==> config.mk <==
export PLATFORM = sky130hd
export DESIGN_NAME = servant_wb_loader
export DESIGN_NICKNAME = d
export VERILOG_FILES = /design/src/rtl/servant_wb_loader.sv
export SDC_FILE = /design/constraint.sdc
export NUM_CORES = 1
export LEC_CHECK = 0
export BUFFER_PORTS_ARGS = -buffer_cell sky130_fd_sc_hd__buf_2
export CORE_MARGIN = 2
export CORE_UTILIZATION = 40
export CTS_BUF_LIST = sky130_fd_sc_hd__clkbuf_4
export DETAILED_ROUTE_END_ITERATION = 16
export GPL_TIMING_DRIVEN = 0
export PLACE_DENSITY_LB_ADDON = 0.15
export SETUP_SLACK_MARGIN = 0.2
export SLEW_MARGIN = 20
export SYNTH_ARGS = -nofsm -noshare
export SYNTH_HDL_FRONTEND = slang
export SYNTH_SLANG_ARGS = --single-unit
export TNS_END_PERCENT = 10
==> constraint.sdc <==
create_clock -name i_wb_clk -period 4.5 [get_ports i_wb_clk]
set_input_delay 0.225 -clock i_wb_clk [delete_from_list [all_inputs] [get_ports i_wb_clk]]
set_output_delay 0.225 -clock i_wb_clk [all_outputs]
set_load 0.005 [all_outputs]
==> src/rtl/servant_wb_loader.sv <==
// Byte-stream to Wishbone RAM loader: packs bytes little-endian into 32-bit words
// and writes each word with one single-beat Wishbone cycle.
module servant_wb_loader #(
  parameter int          aw        = 16,
  parameter int unsigned BASE_ADDR = 0,
  parameter int          TIMEOUT   = 255
) (
  input  logic          i_wb_clk,
  input  logic          i_wb_rst,
  input  logic          i_start,
  input  logic [aw:0]   i_len,
  input  logic [7:0]    i_byte_dat,
  input  logic          i_byte_vld,
  output logic          o_byte_rdy,
  output logic          o_busy,
  output logic          o_done,
  output logic          o_err,
  output logic [aw-1:2] o_wb_adr,
  output logic [31:0]   o_wb_dat,
  output logic [3:0]    o_wb_sel,
  output logic          o_wb_we,
  output logic          o_wb_cyc,
  input  logic          i_wb_ack
);

  // state   | meaning
  // IDLE    | waiting for i_start
  // COLLECT | accepting stream bytes into the word buffer
  // WRITE   | Wishbone write in flight, waiting for ack or timeout
  localparam logic [1:0] S_IDLE    = 2'd0;
  localparam logic [1:0] S_COLLECT = 2'd1;
  localparam logic [1:0] S_WRITE   = 2'd2;

  localparam logic [aw-1:2] BASE_W = BASE_ADDR[aw-1:2];

  logic [1:0]  state;
  logic [aw:0] remaining;
  logic [1:0]  lane;
  logic [15:0] wd_cnt;

  // Word buffer, byte selects and word pointer are the bus outputs themselves,
  // so they hold still for the whole WRITE phase without extra copies.
  always_ff @(posedge i_wb_clk) begin
    if (i_wb_rst) begin
      state      <= S_IDLE;
      remaining  <= '0;
      lane       <= '0;
      wd_cnt     <= '0;
      o_byte_rdy <= 1'b0;
      o_busy     <= 1'b0;
      o_done     <= 1'b0;
      o_err      <= 1'b0;
      o_wb_adr   <= '0;
      o_wb_dat   <= '0;
      o_wb_sel   <= '0;
      o_wb_we    <= 1'b0;
      o_wb_cyc   <= 1'b0;
    end else begin
      o_done <= 1'b0;
      case (state)
        S_IDLE: begin
          if (i_start) begin
            if (i_len != '0) begin
              remaining  <= i_len;
              o_wb_adr   <= BASE_W;
              lane       <= '0;
              o_wb_sel   <= '0;
              o_err      <= 1'b0;
              o_busy     <= 1'b1;
              o_byte_rdy <= 1'b1;
              state      <= S_COLLECT;
            end else begin
              o_done <= 1'b1;
            end
          end
        end
        S_COLLECT: begin
          if (i_byte_vld && o_byte_rdy) begin
            o_wb_dat[8*lane +: 8] <= i_byte_dat;
            o_wb_sel[lane]        <= 1'b1;
            lane                  <= lane + 2'd1;
            remaining             <= remaining - (aw+1)'(1);
            if (lane == 2'd3 || remaining == (aw+1)'(1)) begin
              o_byte_rdy <= 1'b0;
              o_wb_cyc   <= 1'b1;
              o_wb_we    <= 1'b1;
              wd_cnt     <= 16'(TIMEOUT - 1);
              state      <= S_WRITE;
            end
          end
        end
        S_WRITE: begin
          if (i_wb_ack) begin
            o_wb_cyc <= 1'b0;
            o_wb_we  <= 1'b0;
            o_wb_adr <= o_wb_adr + (aw-2)'(1);
            lane     <= '0;
            o_wb_sel <= '0;
            if (remaining == '0) begin
              o_done <= 1'b1;
              o_busy <= 1'b0;
              state  <= S_IDLE;
            end else begin
              o_byte_rdy <= 1'b1;
              state      <= S_COLLECT;
            end
          end else if (wd_cnt == '0) begin
            // Target never answered: abandon the load, unread bytes stay in the source.
            o_err    <= 1'b1;
            o_wb_cyc <= 1'b0;
            o_wb_we  <= 1'b0;
            o_wb_sel <= '0;
            o_done   <= 1'b1;
            o_busy   <= 1'b0;
            state    <= S_IDLE;
          end else begin
            wd_cnt <= wd_cnt - 16'd1;
          end
        end
        default: state <= S_IDLE;
      endcase
    end
  end

endmodule

==> impl_metrics.py, run 1 <==
metrics = {
    "pwr": {
        "p_leak_nw": 2.08,
        "p_per_area_mw_per_mm2": 287,
        "ir_worst_vdd_v": 0.000178,
    },
    "synthesis": {
        "synth_seq_cells": 92,
        "synthesis.area_mm2": 0.00470,
        "yosysTopAreaCell": "dfxtp_1",
        "synth.top_cells.by_count": "dfxtp_1, a21oi_1, nand2_1",
        "synth.most_common_cell": "dfxtp_1",
        "synth_flop_cell": "dfxtp_1",
        "syn_nets": 634,
        "ys_types": 59,
        "ys_warn_count": 0,
        "synthTopCellsByArea": "dfxtp_1, a21oi_1, nand2_1, nand3_1, nor2_1",
        "synth_area_per_cell_um2": 7.96,
        "async_flop_share_pct": 0,
        "yosysSeqAreaShare_pct": 39.2,
        "synthCells": 591,
        "synth_top_area_share_pct": 39.2,
        "synth_edf_count": 0,
    },
    "sta": {
        "min_period_over_period_pct": 58.7,
        "hold_viol": 0,
        "fin_skew_ns": 0.0200,
        "setup_viol_count_final": 0,
        "tns_ns": 0,
        "slew_violations": 0,
        "fmax_mhz": 379,
        "grt_setup_unrepaired": "false",
        "max_slew_margin_pct": 40.6,
        "worst_slew_pin_slew_ns": 0.889,
        "layout_min_cycle_time_ns": 2.64,
        "timing.hold.ws_ns": 0.0438,
    },
    "detailed_routing": {
        "ant_nets": 0,
        "vias": 4860,
        "vias_per_cell": 5.79,
        "drtIter0Drc": 345,
        "first_pass_iters": 5,
        "wl_per_cell_um": 16.7,
        "drc": 0,
        "finalWirelength_um": 14000,
    },
    "clocking": {
        "cts_root_buf": "clkbuf_4",
        "clk_latency_ns": 0.48,
        "cts_hold_buf": 2,
        "cts_resized": 0,
        "clk_pin_slew_worst_paths_ns": 0.16,
        "cts_inserted_buffers": 9,
        "cts_tree": "built",
        "postCtsSetupRepairBufs": 0,
        "clock_path_buffers": 2,
        "cts_sinks": 92,
        "htree_levels": 3,
    },
    "finish": {
        "fill_cells": 1153,
        "diodes": 0,
        "final_util_pct": 47.9,
        "drive_above_1_share_pct": 17.7,
        "area_growth_pct": 16.9,
        "final_nets": 734,
    },
    "critical_path": {
        "cp_top_family": "compound AO/OA/AOI/OAI gates",
        "r2r_end": "o_wb_sel[0]",
        "worst_ep_required_time_ns": 4.84,
        "critPathLaunchType": "register",
        "crit_buf_inv": 1,
        "end_kind": "register",
        "crit_type": "reg2reg",
        "ff2ff_path_depth": 7,
        "cpPeakStageDelay_ns": 0.51,
        "crit_chain": "inv_1 -> ha_1 -> nor3b_2 -> nand4_1 -> o21ai_2 -> o211ai_1 -> a2111oi_0",
        "reg2reg_slack_ns": 1.86,
        "r2r_start": "wd_cnt[0]",
        "critPathSlowestCell": "a2111oi_0",
        "arrival_ns": 2.98,
        "worstSetupPathDepth": 7,
        "cp_max_fo": 10,
    },
    "global_routing": {
        "grt_max_degree": 17,
        "grt_pass1_wl_um": 22700,
        "grt_pass1_vias": 4482,
        "grt.overflow.total": 0,
        "antenna_found_initial": 0,
        "grtUsageTotal_pct": 22.2,
    },
    "hold_path": {
        "worstHoldStart": "i_byte_dat[2]",
        "min_to": "o_wb_dat[10]",
        "hold_path_class": "in2reg",
        "whs_path_depth": 3,
    },
    "placed_design": {
        "io_buffers": 84,
        "hpwl_um": 10100,
        "place_congestion": 0.910,
    },
    "run_status": {
        "outcome": "complete, no violations",
    },
    "flow_run": {
        "max-cap-violations": 0,
    },
    "floorplan": {
        "initial_core_util_pct": 41.0,
        "rows": 39,
        "fp.dieH_um": 112,
        "die_area_mm2": 0.0126,
        "die_width_um": 112,
        "coreArea_mm2": 0.0115,
        "num_io_pins": 86,
    },
}
==> through the flow <==
stage	setup slack [ns]	area (µm²)	total power [mW]	instances
final	1.86	5500	1.58	839
after global routing	1.64	5500	1.65	839
after global placement	2.02	5300	1.10	818
after floorplan	2.37	4700	1.02	591
after CTS	1.81	5470	1.58	836
after detailed placement	1.88	5300	1.10	818
==> layout make-up <==
cell class	count	area, µm²	share of cell area (%)
Sequential cell	92	1840	33.5
Timing Repair Buffer	89	470	8.56
Buffer	36	173	3.14
Clock buffer	9	67.6	1.23
Tap cell	143	179	3.26
Inverter	17	63.8	1.16
Multi-Input combinational cell	446	2630	47.8
Clock inverter	7	76.3	1.39
==> registers in the layout, summed over array words and instances, names as in the netlist <==
register	cells
lane	2
remaining	17
o_done	1
o_wb_dat	32
o_busy	1
o_err	1
o_wb_sel	4
o_wb_cyc	1
state	2
o_byte_rdy	1
o_wb_adr	14
wd_cnt	16
==> metal layers <==
| layer | global-route usage, % | wire length (µm) | up-vias |
|---|---|---|---|
| met1 | 29.4 | 6450 | 2295 |
| met2 | 35.3 | 6420 | 165 |
| met5 | 0 | 0 | - |
| li1 | - | - | 2379 |
| met4 | 6.34 | 207 | 0 |
| met3 | 6.48 | 933 | 21 |
==> cell usage in the layout (no fill, tap or decap), types with 16 or more instances in the layout <==
cell,instances
dfxtp_1,92
buf_2,87
a21oi_1,79
nand2_1,56
nor2_1,49
nand3_1,42
clkbuf_1,28
o21ai_0,28
inv_1,17
or3_1,17
nor3_1,16
==> worst reg2reg max path: cells and delay by family (launching register included) <==
kind	cells	cell delay (ns)
simple gates	2	0.67
fa+ha+maj	1	0.20
compound gates	3	1.21
buf+inv	1	0.08
flops	1	0.35
==> how the worst max path moves through the flow <==
stage                  from       endpoint  slack (ns)
3_5_place_dp      wd_cnt[0]    o_wb_sel[0]        1.88
2_1_floorplan  remaining[0]  remaining[14]        2.37
4_1_cts           wd_cnt[0]    o_wb_sel[0]        1.81
5_1_grt           wd_cnt[0]    o_wb_sel[0]        1.64
6_report          wd_cnt[0]    o_wb_sel[0]        1.86
3_3_place_gp      wd_cnt[0]     wd_cnt[12]        2.02
==> kinds of logic (layout without fill, tap and decap cells) <==
family	Yosys count	after routing	share of synthesized area [%]
mux	3	3	0.638
flops	92	92	39.2
buf+inv	53	158	5.03
simple gates	252	252	28.0
fa+ha+maj	13	13	3.46
xor+xnor	6	6	1.12
compound gates	172	172	22.6
==> report_power, final <==
part           internal, mW  total, mW  switching (mW)
Clock                 0.172      0.488           0.316
Sequential            0.836      0.859          0.0234
Combinational        0.0839      0.232           0.148
No activity file was read; power rests on OpenSTA's default activity.
==> run 2: changes to the inputs <==
ABC_AREA = 1   (was not set)
clock period = 2.8 ns   (was 4.5 ns; I/O delays follow)
==> impl_metrics.py, run 2 <==
metrics = {
    "pwr": {
        "ir_worst_vdd_v": 0.000202,
        "p_per_area_mw_per_mm2": 484,
        "p_leak_nw": 2.72,
        "finalPower_mw": 2.96,
    },
    "detailed_routing": {
        "drtIter0Drc": 406,
        "drc": 0,
        "wl_per_cell_um": 13.2,
        "ant_nets": 0,
        "first_pass_iters": 5,
        "vias_per_cell": 4.91,
        "finalWirelength_um": 14300,
        "vias": 5324,
    },
    "finish": {
        "final_util_pct": 48.6,
        "diodes": 0,
        "drive_above_1_share_pct": 15.4,
        "fill_cells": 1362,
        "largest_registers": "o_wb_dat: 32 flops, remaining: 17 flops, wd_cnt: 16 flops",
        "multi_input_area_mm2": 0.00287,
        "top_register": "o_wb_dat",
        "area_growth_pct": 18.8,
        "final_nets": 952,
        "final_common_cell": "nand2_1",
        "largest_register_ff_count": 32,
        "seq_area_mm2": 0.00184,
        "layout_common_cells": "nand2_1, nor2_1, dfxtp_1, buf_2, a21oi_1",
    },
    "critical_path": {
        "worst_ep_required_time_ns": 3.23,
        "crit_type": "reg2reg",
        "cp_max_fo": 10,
        "critPathSlowestCell": "dfxtp_1",
        "critPathLaunchType": "register",
        "cpPeakStageDelay_ns": 0.47,
        "r2r_end": "o_wb_dat[17]",
        "ff2ff_path_depth": 9,
        "r2r_start": "lane[0]",
        "arrival_ns": 3.06,
        "end_kind": "register",
        "cpMostUsedCell": "inv_1",
        "reg2reg_slack_ns": 0.17,
        "crit_chain": "clkbuf_1 -> inv_1 -> ha_1 -> inv_1 -> nor2_2 -> inv_1 -> nor4_1 -> a21oi_1 -> nor2_1",
    },
    "sta": {
        "fmax_mhz": 381,
        "setup_viol_count_final": 0,
        "fin_skew_ns": 0.0120,
        "slew_violations": 0,
        "grt_setup_unrepaired": "true",
        "layout_min_cycle_time_ns": 2.63,
        "min_period_over_period_pct": 93.8,
        "hold_viol": 0,
        "worst_slew_pin_slew_ns": 0.611,
        "timing.hold.ws_ns": 0.0237,
        "max_slew_margin_pct": 59.3,
        "tns_ns": 0,
    },
    "synthesis": {
        "synth_flop_cell": "dfxtp_1",
        "synth_area_per_cell_um2": 6.47,
        "synthCells": 795,
        "syn_nets": 838,
        "async_flop_share_pct": 0,
        "synth.top_cells.by_count": "nand2_1, nor2_1, dfxtp_1",
        "yosysTopAreaCell": "dfxtp_1",
        "synth.most_common_cell": "nand2_1",
        "ys_types": 41,
        "ys_warn_count": 0,
        "synth_seq_cells": 92,
        "synth_edf_count": 0,
        "synthesis.area_mm2": 0.00515,
        "synthTopCellsByArea": "dfxtp_1, nand2_1, nor2_1, a21oi_1, nand3_1",
        "yosysSeqAreaShare_pct": 35.8,
        "synth_top_area_share_pct": 35.8,
    },
    "clocking": {
        "clk_pin_slew_worst_paths_ns": 0.15,
        "cts_root_buf": "clkbuf_4",
        "cts_tree": "built",
        "htree_levels": 3,
        "cts_sinks": 92,
        "clk_latency_ns": 0.48,
        "postCtsSetupRepairBufs": 0,
        "clock_path_buffers": 2,
        "cts_inserted_buffers": 9,
    },
    "run_status": {
        "outcome": "complete, no violations",
    },
    "global_routing": {
        "grt_max_degree": 16,
        "grtUsageTotal_pct": 21.2,
        "grt_pass1_vias": 4936,
        "grt_pass1_wl_um": 23900,
        "grt.overflow.total": 0,
        "antenna_found_initial": 0,
    },
    "floorplan": {
        "fp.dieH_um": 117,
        "die_area_mm2": 0.0138,
        "coreArea_mm2": 0.0126,
        "num_io_pins": 86,
        "initial_core_util_pct": 41.0,
        "die_width_um": 117,
        "rows": 41,
    },
    "hold_path": {
        "whs_path_depth": 4,
        "hold_path_class": "in2reg",
        "min_to": "o_done",
        "worstHoldStart": "i_start",
    },
    "placed_design": {
        "place_congestion": 0.858,
        "hpwl_um": 10600,
        "io_buffers": 85,
    },
    "flow_run": {
        "max-cap-violations": 0,
    },
}
run 2: changes by cell type in the layout (fill, tap and decap cells not counted), sizes merged, moves of 10 or more:
cell         previous run  this run
inv                    18        75
clkbuf                 40        25
buf                    89       100
nor2                   49       152
a311oi                 10         0
o21ai                  29        39
nand3                  42        55
or3                    18         1
nand4                   5        19
nand2                  56       195
nor4                   15         2
dlygate4sd3             5        18
run 2: where the power goes:
| group | internal [mW] | leakage, nW | total, mW | switching [mW] |
|---|---|---|---|---|
| registers | 1.37 | 0.747 | 1.43 | 0.0581 |
| clock network | 0.282 | 0.0691 | 0.770 | 0.488 |
| logic | 0.261 | 1.91 | 0.764 | 0.503 |
run 2: kinds of logic after synthesis:
kind of cell | share of synthesized area, %
buffers and inverters | 8.65
xor gates and xnor gates | 1.53
AOI/OAI and AO/OA | 13.4
DFF | 35.8
and+or+nand+nor | 37.5
adders and majority gates | 3.16
run 2: area by class of cell:
cell class,count,share of cell area [%]
Sequential cell,92,30.1
Multi-Input combinational cell,598,46.9
Clock inverter,5,1.02
Tap cell,172,3.52
Clock buffer,10,1.23
Buffer,30,2.66
Timing Repair Buffer,103,9.91
Inverter,75,4.63
run 2: per-stage QoR:
step	std cells	setup WS (ns)	cell area (µm²)
2_1_floorplan	795	0.598	5150
6_report	1085	0.173	6110
3_3_place_gp	1052	0.0998	5790
4_1_cts	1085	0.208	6110
3_5_place_dp	1052	0.108	5790
5_1_grt	1085	-0.0583	6110
run 2: worst max-delay path by stage:
stage                  from           end  depth (start not counted)
floorplan           lane[0]  o_wb_dat[14]                          8
global placement    lane[0]  o_wb_dat[14]                          8
detailed placement  lane[0]  o_wb_dat[14]                          8
CTS                 lane[0]   o_wb_dat[6]                          6
global route        lane[0]  o_wb_dat[17]                          9
finish              lane[0]  o_wb_dat[17]                          9
run 2: metal layers:
| layer | global-route usage (%) | part of all wire [%] | wire [µm] |
|---|---|---|---|
| met1 | 30.1 | 52 | 7410 |
| met2 | 33.2 | 44 | 6290 |
| met3 | 2.77 | 3.0 | 435 |
| met4 | 7.15 | 1.4 | 195 |
| met5 | 0 | 0 | 0 |
run 2: worst max-delay path, delay by kind of cell (launching register included):
kind	cells	cell delay [ns]
AO/OA/AOI/OAI	1	0.07
adder cells (fa/ha/maj)	1	0.42
buffers and inverters	4	0.89
flip-flops	1	0.47
AND/OR/NAND/NOR	3	0.72
run 2: what timing repair did:
action,CTS,global route
endpoints found under the hold margin,27,0
setup endpoints to repair,7,18
gates cloned,0,0
resized for setup,1,1
hold buffers,18,0
